`config.mk`:
```
export PLATFORM = sky130hd
export DESIGN_NAME = move_cmd_sequencer
export DESIGN_NICKNAME = d
export VERILOG_FILES = /design/src/rtl/move_cmd_sequencer_pkg.sv /design/src/rtl/move_cmd_sequencer_fifo.sv /design/src/rtl/move_cmd_sequencer.sv
export SDC_FILE = /design/constraint.sdc
export NUM_CORES = 1
export LEC_CHECK = 0
export CAP_MARGIN = 15
export CORE_ASPECT_RATIO = 1.25
export CORE_MARGIN = 1
export CORE_UTILIZATION = 35
export CTS_BUF_LIST = sky130_fd_sc_hd__clkbuf_4 sky130_fd_sc_hd__clkbuf_8 sky130_fd_sc_hd__clkbuf_16
export DETAILED_ROUTE_END_ITERATION = 8
export GPL_TIMING_DRIVEN = 0
export PLACE_DENSITY_LB_ADDON = 0.2
export SLEW_MARGIN = 30
export SYNTH_ARGS = -nofsm -noshare
export SYNTH_HDL_FRONTEND = slang
export SYNTH_SLANG_ARGS = --single-unit
```
`constraint.sdc`:
```
create_clock -name clk -period 4.25 [get_ports clk]
set_clock_uncertainty 0.05 [all_clocks]
set_input_delay 0.425 -clock clk [delete_from_list [all_inputs] [get_ports clk]]
set_output_delay 0.425 -clock clk [all_outputs]
set_load 0.05 [all_outputs]
```
`src/rtl/move_cmd_sequencer_pkg.sv`:
```
`default_nettype none
// ============================================================================
//  Module      : move_cmd_sequencer_pkg
//  Description : Shared command constants, response bytes and the sequencer
//                state type used by the move command sequencer.
//  Revision    : 1.0 - initial release
// ============================================================================
package move_cmd_sequencer_pkg;

    // Existing command words
    localparam logic [15:0] c_cal_gyro  = 16'h2000;

    // Response bytes returned by the DUT over RemoteComm
    localparam logic [7:0]  c_ack_byte  = 8'hA5;
    localparam logic [7:0]  c_nack_byte = 8'h5A;

    // Sequencer states
    typedef enum logic [1:0] {
        S_IDLE      = 2'd0,
        S_SEND      = 2'd1,
        S_WAIT_SENT = 2'd2,
        S_WAIT_ACK  = 2'd3
    } seq_state_t;

endpackage : move_cmd_sequencer_pkg
`default_nettype wire

```
`src/rtl/move_cmd_sequencer_fifo.sv`:
```
`default_nettype none
// ============================================================================
//  Module      : cmd_fifo
//  Description : DEPTH x WIDTH circular command buffer with wrap-around
//                pointers, registered count/full/empty and a synchronous
//                flush. Head entry is presented combinationally.
//  Revision    : 1.0 - initial release
// ============================================================================
module cmd_fifo #(
    parameter int DEPTH = 8,
    parameter int WIDTH = 16
) (
    input  logic                     clk,
    input  logic                     rst_n,
    input  logic                     push,
    input  logic [WIDTH-1:0]         push_data,
    input  logic                     pop,
    input  logic                     flush,
    output logic [WIDTH-1:0]         head,
    output logic [$clog2(DEPTH):0]   count,
    output logic                     full,
    output logic                     empty
);

    localparam int AW = $clog2(DEPTH);
    localparam int CW = AW + 1;

    logic [WIDTH-1:0] r_mem [DEPTH];
    logic [AW-1:0]    r_wr_ptr;
    logic [AW-1:0]    r_rd_ptr;
    logic [CW-1:0]    r_count;
    logic             r_full;
    logic             r_empty;

    logic             w_push_ok;
    logic             w_pop_ok;
    logic [CW-1:0]    w_count_nxt;

    // A push into a full queue or a pop from an empty one is dropped
    assign w_push_ok = push && !r_full  && !flush;
    assign w_pop_ok  = pop  && !r_empty && !flush;

    // Next occupancy; simultaneous push and pop leave it unchanged
    always_comb begin
        w_count_nxt = r_count;
        if (w_push_ok && !w_pop_ok) begin
            w_count_nxt = r_count + CW'(1);
        end else if (w_pop_ok && !w_push_ok) begin
            w_count_nxt = r_count - CW'(1);
        end
    end

    // Storage array, written at the tail pointer
    always_ff @(posedge clk) begin
        if (w_push_ok) begin
            r_mem[r_wr_ptr] <= push_data;
        end
    end

    // Pointers and registered occupancy flags
    always_ff @(posedge clk or negedge rst_n) begin
        if (!rst_n) begin
            r_wr_ptr <= '0;
            r_rd_ptr <= '0;
            r_count  <= '0;
            r_full   <= 1'b0;
            r_empty  <= 1'b1;
        end else if (flush) begin
            r_wr_ptr <= '0;
            r_rd_ptr <= '0;
            r_count  <= '0;
            r_full   <= 1'b0;
            r_empty  <= 1'b1;
        end else begin
            if (w_push_ok) begin
                r_wr_ptr <= r_wr_ptr + AW'(1);
            end
            if (w_pop_ok) begin
                r_rd_ptr <= r_rd_ptr + AW'(1);
            end
            r_count <= w_count_nxt;
            r_full  <= (w_count_nxt == CW'(DEPTH));
            r_empty <= (w_count_nxt == '0);
        end
    end

    assign head  = r_mem[r_rd_ptr];
    assign count = r_count;
    assign full  = r_full;
    assign empty = r_empty;

endmodule : cmd_fifo
`default_nettype wire

```
`src/rtl/move_cmd_sequencer.sv`:
```
`default_nettype none
// ============================================================================
//  Module      : move_cmd_sequencer
//  Description : Queues 16-bit move/calibration commands and issues them one
//                at a time to RemoteComm, waiting for an ACK byte and
//                retrying on NACK or response timeout.
//  Revision    : 1.0 - initial release
// ============================================================================
module move_cmd_sequencer
    import move_cmd_sequencer_pkg::*;
#(
    parameter int          DEPTH     = 8,
    parameter logic [7:0]  ACK       = c_ack_byte,
    parameter logic [23:0] TIMEOUT   = 24'd4_000_000,
    parameter int          MAX_RETRY = 2
) (
    input  logic                    clk,
    input  logic                    rst_n,
    input  logic                    push,
    input  logic [15:0]             push_cmd,
    input  logic                    start,
    input  logic                    abort,
    output logic [15:0]             cmd,
    output logic                    send_cmd,
    input  logic                    cmd_sent,
    input  logic                    resp_rdy,
    input  logic [7:0]              resp,
    output logic                    full,
    output logic [$clog2(DEPTH):0]  count,
    output logic                    busy,
    output logic                    done,
    output logic                    err
);

    localparam int CW = $clog2(DEPTH) + 1;
    localparam int RW = $clog2(MAX_RETRY + 2);

    seq_state_t       r_state;
    logic [15:0]      r_cmd;
    logic             r_send;
    logic             r_busy;
    logic             r_done;
    logic             r_err;
    logic [RW-1:0]    r_retry;
    logic [23:0]      r_timer;

    logic [15:0]      w_head;
    logic [CW-1:0]    w_count;
    logic             w_full;
    logic             w_empty;
    logic             w_ack;
    logic             w_pop;
    logic             w_last;
    logic             w_timeout;

    // A good response in WAIT_ACK retires the head entry
    assign w_ack     = resp_rdy && (resp == ACK);
    assign w_pop     = (r_state == S_WAIT_ACK) && w_ack && !abort;
    // Queue becomes empty on this pop unless a push lands in the same cycle
    assign w_last    = (w_count == CW'(1)) && !push;
    assign w_timeout = (r_timer == (TIMEOUT - 24'd1));

    cmd_fifo #(
        .DEPTH     (DEPTH),
        .WIDTH     (16)
    ) u_cmd_fifo (
        .clk       (clk),
        .rst_n     (rst_n),
        .push      (push && !abort),
        .push_data (push_cmd),
        .pop       (w_pop),
        .flush     (abort),
        .head      (w_head),
        .count     (w_count),
        .full      (w_full),
        .empty     (w_empty)
    );

    // Sequencer FSM with timeout and retry counters. SEND is a two-phase
    // state: the first cycle latches the head into cmd and raises send_cmd,
    // the second drops it. Starting from IDLE skips the first phase because
    // the head is already stable there.
    always_ff @(posedge clk or negedge rst_n) begin
        if (!rst_n) begin
            r_state <= S_IDLE;
            r_cmd   <= 16'h0000;
            r_send  <= 1'b0;
            r_busy  <= 1'b0;
            r_done  <= 1'b0;
            r_err   <= 1'b0;
            r_retry <= '0;
            r_timer <= '0;
        end else begin
            r_done <= 1'b0;
            if (abort) begin
                r_state <= S_IDLE;
                r_send  <= 1'b0;
                r_busy  <= 1'b0;
                r_retry <= '0;
                r_timer <= '0;
            end else begin
                case (r_state)
                    S_IDLE: begin
                        r_send <= 1'b0;
                        if (start && !w_empty) begin
                            r_state <= S_SEND;
                            r_send  <= 1'b1;
                            r_cmd   <= w_head;
                            r_busy  <= 1'b1;
                            r_err   <= 1'b0;
                            r_retry <= '0;
                        end
                    end
                    S_SEND: begin
                        if (r_send) begin
                            r_send  <= 1'b0;
                            r_state <= S_WAIT_SENT;
                        end else begin
                            r_send  <= 1'b1;
                            r_cmd   <= w_head;
                        end
                    end
                    S_WAIT_SENT: begin
                        if (cmd_sent) begin
                            r_state <= S_WAIT_ACK;
                            r_timer <= '0;
                        end
                    end
                    S_WAIT_ACK: begin
                        if (w_ack) begin
                            r_retry <= '0;
                            if (w_last) begin
                                r_done  <= 1'b1;
                                r_busy  <= 1'b0;
                                r_state <= S_IDLE;
                            end else begin
                                r_state <= S_SEND;
                            end
                        end else if (resp_rdy || w_timeout) begin
                            if (r_retry < RW'(MAX_RETRY)) begin
                                r_retry <= r_retry + RW'(1);
                                r_state <= S_SEND;
                            end else begin
                                r_err   <= 1'b1;
                                r_busy  <= 1'b0;
                                r_state <= S_IDLE;
                            end
                        end else begin
                            r_timer <= r_timer + 24'd1;
                        end
                    end
                    default: begin
                        r_state <= S_IDLE;
                        r_send  <= 1'b0;
                        r_busy  <= 1'b0;
                    end
                endcase
            end
        end
    end

    assign cmd      = r_cmd;
    assign send_cmd = r_send;
    assign busy     = r_busy;
    assign done     = r_done;
    assign err      = r_err;
    assign full     = w_full;
    assign count    = w_count;

endmodule : move_cmd_sequencer
`default_nettype wire

```
==> impl_metrics.tcl, run 1 <==
set metrics [dict create \
    status "finished with violations" \
    violations "DRC" \
    fmax_mhz 364 \
    ys_seq_elements 188 \
    ys_warn_count 0 \
    synth-async-reset-ratio_pct 31.9 \
    syn_inst 551 \
    cp_max_fo 16 \
    worst_ep_arrival_time_ps 2750 \
    hpwl_mm 13.0 \
    end_kind "flip-flop" \
    maxCapViolCount 0 \
    ant_nets 0 \
    cts_buffer_depth 2 \
    post-place-ws_ps 1070 \
    leakage_nw 3.33 \
    drive_gt1_share_pct 15.6 \
    total_power_mw 4.61 \
    clk-insertion-delay-late_ps 420 \
    cts_max_level 4 \
    initial_core_util_pct 35.6 \
    hold_violations 0 \
    ys_types 56 \
    fin_tns_setup_ps 0 \
    grt_start_max_net_pins 37 \
    cp_num_buf_inv 2 \
    cts_tree "yes" \
    path_class "in2reg" \
    root_buffer "clkbuf_16" \
    worst_slack_ps 1500 \
    grtUsageTotal_pct 16.4 \
    diodes 0 \
    r2r_start "r_state[0]$_DFFE_PN0P_" \
    power_switching_mw 1.45 \
    synth.avg_cell_area_sq_um 14.8 \
    drt_pass1_iterations 6 \
    start_kind "primary input" \
    slowest_delay_ps 640 \
    synth_edf_count 128 \
    tightest_slew_ps 808 \
    crit_start "abort" \
    maxSlewHeadroom_pct 46.1 \
    path_cells "clkdlybuf4s50_1 -> buf_2 -> nor3b_1 -> nand2_1 -> nor2_4" \
    wl_per_cell_um 19.8 \
    grt_pass1_vias 5293 \
    rows 62 \
    required_ps 4250 \
    power.internal_mw 3.16 \
    synth_ff_type "edfxtp_1" \
    port_buffers 55 \
    die_x_um 138 \
    die_h_um 173 \
    vdd_drop_max_mv 0.370 \
    die-area_sq_mm 0.0239 \
    dp_cells 908 \
    most-common-layout-cells "128 x edfxtp_1, 59 x dfrtp_1, 54 x clkdlybuf4s50_1" \
    rsz0062_at_grt "no" \
    postLayoutCoreUtil_pct 43.0 \
    gp_congestion 0.847 \
    fin_crit_sh_pct 64.7 \
    placed_area_sq_mm 0.00922 \
    grt_first_pass_wirelength_mm 29.9 \
    layout.cells.non_filler 941 \
    routed_via_density 5.33 \
    cp_top_family "simple AND/OR/NAND/NOR gates" \
    comb_power_share_pct 18.6 \
    hold_path_class "in2async" \
    syn2layout_area_growth_pct 20.9 \
    postCtsResizedCells 0 \
    cp_slowest_cell "nor2_4" \
    cts_setup_buffers 0 \
    setup_viol 0 \
    power_frac_seq_pct 46.7 \
    initialDrtViolationCount 302 \
    nets 682 \
    period_minus_slack_ps 2750 \
    synth_fp_nets 593 \
    cellPowerDensity_mw_per_mm2 468 \
    grt.overflow.total 0 \
    synth_area_sq_mm 0.00814 \
    wirelength_mm 18.6 \
    slew_viol_final 0 \
    numCtsBuffers 17 \
    via_count 5020 \
    clock_sinks 188 \
    ctsHoldBuffers 1 \
    fin_area_sq_mm 0.00985 \
    swShare_pct 31.4 \
    ys_seq_area_share_pct 65.7 \
    power_frac_clock_pct 34.7 \
    antenna_found_initial 0 \
    drc 6 \
    whs_ps 404 \
    core_area_sq_mm 0.0229 \
    layout_commonest_cell "edfxtp_1" \
    path_clk_slew_ps 80 \
    io_pins 56 \
]
worst paths after layout:
check	to	slack, ps	cells after the start
worst max-delay path	u_cmd_fifo.r_mem[3][13]$_DFFE_PP_	1500	5
worst max register to register	r_timer[3]$_DFFE_PN0P_	1590	7
max in group asynchronous	u_cmd_fifo.empty$_DFF_PN1_	3150	3
worst min-delay path	r_state[0]$_DFFE_PN0P_	400	2
worst min register to register	r_timer[0]$_DFFE_PN0P_	480	1
min in group clk	r_timer[0]$_DFFE_PN0P_	480	1
final cells by class:
class / instances / area (sq um)
multi-input combinational: 327 / 2680
clock inverter: 15 / 189
fill: 2082 / 13000
inverter: 10 / 37.5
buffer: 26 / 129
clock buffer: 17 / 425
timing repair buffer: 70 / 679
sequential: 188 / 5350
tap: 288 / 360
worst reg2reg max path: cells and delay by family, from the launching register on:
kind | cells | cell delay, ps
and+or+nand+nor | 2 | 200
DFF | 1 | 420
buffers and inverters | 3 | 1080
adders and majority gates | 1 | 300
AOI/OAI and AO/OA | 1 | 460
cell usage after synthesis, types with 4 or more instances:
| cell type | count | share of area, % |
|---|---|---|
| and3_1 | 6 | 0.46 |
| nand2_1 | 24 | 1.1 |
| o31ai_1 | 7 | 0.65 |
| xnor2_1 | 7 | 0.75 |
| a211oi_1 | 4 | 0.37 |
| mux4_2 | 32 | 8.9 |
| nor3_1 | 9 | 0.55 |
| mux2i_1 | 20 | 2.5 |
| ha_1 | 11 | 1.7 |
| nor2_1 | 40 | 1.8 |
| o21ai_0 | 15 | 0.92 |
| nor4_1 | 5 | 0.38 |
| or3_1 | 9 | 0.69 |
| nand3_1 | 14 | 0.86 |
| nand2b_1 | 6 | 0.46 |
| buf_2 | 6 | 0.37 |
| nand4_1 | 6 | 0.46 |
| inv_1 | 10 | 0.46 |
| or4_1 | 12 | 1.1 |
| a21oi_1 | 40 | 2.5 |
| xor2_1 | 8 | 0.86 |
| clkbuf_1 | 14 | 0.65 |
| o211ai_1 | 7 | 0.65 |
| dfrtp_1 | 59 | 18 |
| edfxtp_1 | 128 | 47 |
kinds of logic (layout without fill, tap and decap cells):
family	after synthesis	in the layout	share of synthesized area, %
buffers and inverters	36	138	2.03
xor gates and xnor gates	15	15	1.61
DFF	188	188	65.7
muxes	53	53	11.4
AOI/OAI and AO/OA	92	92	6.99
adders and majority gates	11	11	1.69
and+or+nand+nor	156	156	10.6
state kept, by name, indices dropped and copies added (netlist names):
| register | count |
|---|---|
| busy | 1 |
| cmd | 16 |
| done | 1 |
| err | 1 |
| r_retry | 2 |
| r_state | 2 |
| r_timer | 24 |
| send_cmd | 1 |
| u_cmd_fifo.count | 4 |
| u_cmd_fifo.empty | 1 |
| u_cmd_fifo.full | 1 |
| u_cmd_fifo.r_mem | 128 |
| u_cmd_fifo.r_rd_ptr | 3 |
| u_cmd_fifo.r_wr_ptr | 3 |
power by group through the flow:
stage,clock (mW),sequential (mW),combinational [mW]
after floorplan,0,2.45,0.248
after global placement,0,2.19,0.842
after detailed placement,0,2.19,0.862
after CTS,1.64,2.15,0.869
after global routing,1.71,2.16,0.924
final,1.60,2.15,0.859
layer usage:
layer | routed length (um) | vias to the layer above | part of all wire [%] | global-route usage (%)
met5 | 0 | - | 0 | 0
met4 | 220 | 0 | 1.2 | 4.68
met3 | 648 | 15 | 3.5 | 2.99
met2 | 9940 | 104 | 53 | 29.5
met1 | 7790 | 2563 | 42 | 20.0
li1 | - | 2338 | - | -
(Power assumes the default switching activity.)
==> inputs of run 2 (changes only) <==
==> constraint.sdc (replaced) <==
create_clock -name clk -period 2.6 [get_ports clk]
set_clock_uncertainty 0.05 [all_clocks]
set_input_delay 0.26 -clock clk [delete_from_list [all_inputs] [get_ports clk]]
set_output_delay 0.26 -clock clk [all_outputs]
set_load 0.05 [all_outputs]
==> impl_metrics.tcl, run 2 (synthesis gave the netlist of run 1 again) <==
set metrics [dict create \
    r2r_start "r_state[1]$_DFFE_PN0P_" \
    vdd_drop_max_mv 0.532 \
    initial_core_util_pct 35.6 \
    via_count 5153 \
    start_kind "flip-flop" \
    total_power_mw 7.60 \
    cts_max_level 4 \
    grt_first_pass_wirelength_mm 30.4 \
    root_buffer "clkbuf_16" \
    grtUsageTotal_pct 16.8 \
    whs_ps 241 \
    cp_max_fo 8 \
    clock_sinks 188 \
    die_x_um 138 \
    crit_start "r_state[1]$_DFFE_PN0P_" \
    ant_nets 0 \
    diodes 0 \
    maxCapViolCount 0 \
    die_h_um 173 \
    port_buffers 55 \
    cts_tree "yes" \
    cellPowerDensity_mw_per_mm2 764 \
    wl_per_cell_um 20.2 \
    drc 10 \
    top_register "u_cmd_fifo.r_mem" \
    maxSlewHeadroom_pct 43.8 \
    gp_congestion 0.859 \
    rrSetupSlack_ps 70 \
    clk-insertion-delay-late_ps 430 \
    numCtsBuffers 17 \
    most-common-layout-cells "128 x edfxtp_1, 59 x dfrtp_1, 54 x clkdlybuf4s50_1" \
    fillers 2029 \
    largest_reg_flops 128 \
    grt_start_max_net_pins 36 \
    die-area_sq_mm 0.0239 \
    end_kind "flip-flop" \
    syn2layout_area_growth_pct 22.2 \
    tightest_slew_ps 844 \
    layout_commonest_cell "edfxtp_1" \
    drt_pass1_iterations 7 \
    fin_crit_sh_pct 97.5 \
    hold_path_class "in2async" \
    io_pins 56 \
    crit_end "u_cmd_fifo.full$_DFF_PN0_" \
    fmax_mhz 395 \
    initialDrtViolationCount 339 \
    worst_ep_arrival_time_ps 2810 \
    r2r_cells 7 \
    required_ps 2880 \
    rsz0062_at_grt "yes" \
    reg2reg_to "u_cmd_fifo.full$_DFF_PN0_" \
    rows 62 \
    cts_buffer_depth 2 \
    violations "DRC" \
    hold_violations 0 \
    routed_via_density 5.46 \
    slew_viol_final 0 \
    path_class "reg2reg" \
    path_clk_slew_ps 80 \
    wirelength_mm 19.1 \
    period_minus_slack_ps 2530 \
    nets 684 \
    drive_gt1_share_pct 16.9 \
    leakage_nw 3.36 \
    antenna_found_initial 1 \
    hpwl_mm 12.9 \
    grt.overflow.total 0 \
    status "finished with violations" \
    grt_pass1_vias 5295 \
    setup_viol 0 \
    core_area_sq_mm 0.0229 \
]
[run 2: changes by cell type in the layout (fill, tap and decap cells not counted), sizes merged]
cell and delta:
clkinv -2, buf +1, bufinv +1, inv +1, clkbuf +1
[run 2: worst max-delay path: stages (launching register included)]
cell	delay, ps
dfrtp_1	420
ha_2	270
or3b_1	340
or4_1	430
buf_2	210
xnor2_1	140
o311a_1	330
nor4_1	230
[run 2: where the power goes]
group	switching (mW)	leakage, nW	internal (mW)	total [mW]
sequential	0.133	1.94	3.38	3.52
combinational	0.941	1.12	0.471	1.41
clock	1.28	0.300	1.40	2.67
[run 2: final cells by class]
type                    instances  area, sq um  share of cell area, %
inverters                      10         37.5                  0.377
clock buffers                  17          425                   4.27
multi-input cells             327         2720                   27.3
clock inverters                15          190                   1.91
flip-flops and latches        188         5350                   53.7
well taps                     288          360                   3.62
repair buffers                 72          743                   7.47
plain buffers                  26          133                   1.33
[run 2: worst min-delay path by stage]
stage | start | end | slack, ps | depth (start not counted)
3_5_place_dp | rst_n | err$_DFFE_PN0P_ | 160 | 1
6_report | rst_n | err$_DFFE_PN0P_ | 240 | 2
5_1_grt | rst_n | err$_DFFE_PN0P_ | 250 | 2
2_1_floorplan | rst_n | busy$_DFFE_PN0P_ | -90 | 0
3_3_place_gp | r_timer[0]$_DFFE_PN0P_ | r_timer[0]$_DFFE_PN0P_ | 450 | 1
4_1_cts | rst_n | err$_DFFE_PN0P_ | 240 | 2
[run 2: what timing repair did]
action	CTS	global route
endpoints found under the hold margin	25	0
endpoints found under the setup margin	25	79
cloned	0	0
hold buffers	1	0
gates resized for setup	1	11
setup buffers	1	4
pin swaps	2	2
[run 2: routing by layer]
metal / wire, um / GRT usage (%) / vias up
li1: - / - / 2341
met1: 7970 / 20.5 / 2644
met2: 10000 / 30.0 / 138
met3: 769 / 3.10 / 28
met4: 286 / 5.66 / 2
met5: 15 / 0 / -
[run 2: metrics by stage]
stage / setup TNS, ps / instances / utilization, % / setup slack (ps) / area [sq um]
floorplan: -9460 / 551 / - / -197 / 8150
detailed placement: -41580 / 905 / 40.3 / -569 / 9230
global route: -300 / 943 / 43.5 / -109 / 9950
CTS: 0 / 939 / 43.1 / 1.47 / 9870
finish: 0 / 943 / 43.5 / 66.2 / 9950
global placement: -253310 / 894 / 39.6 / -1870 / 9060
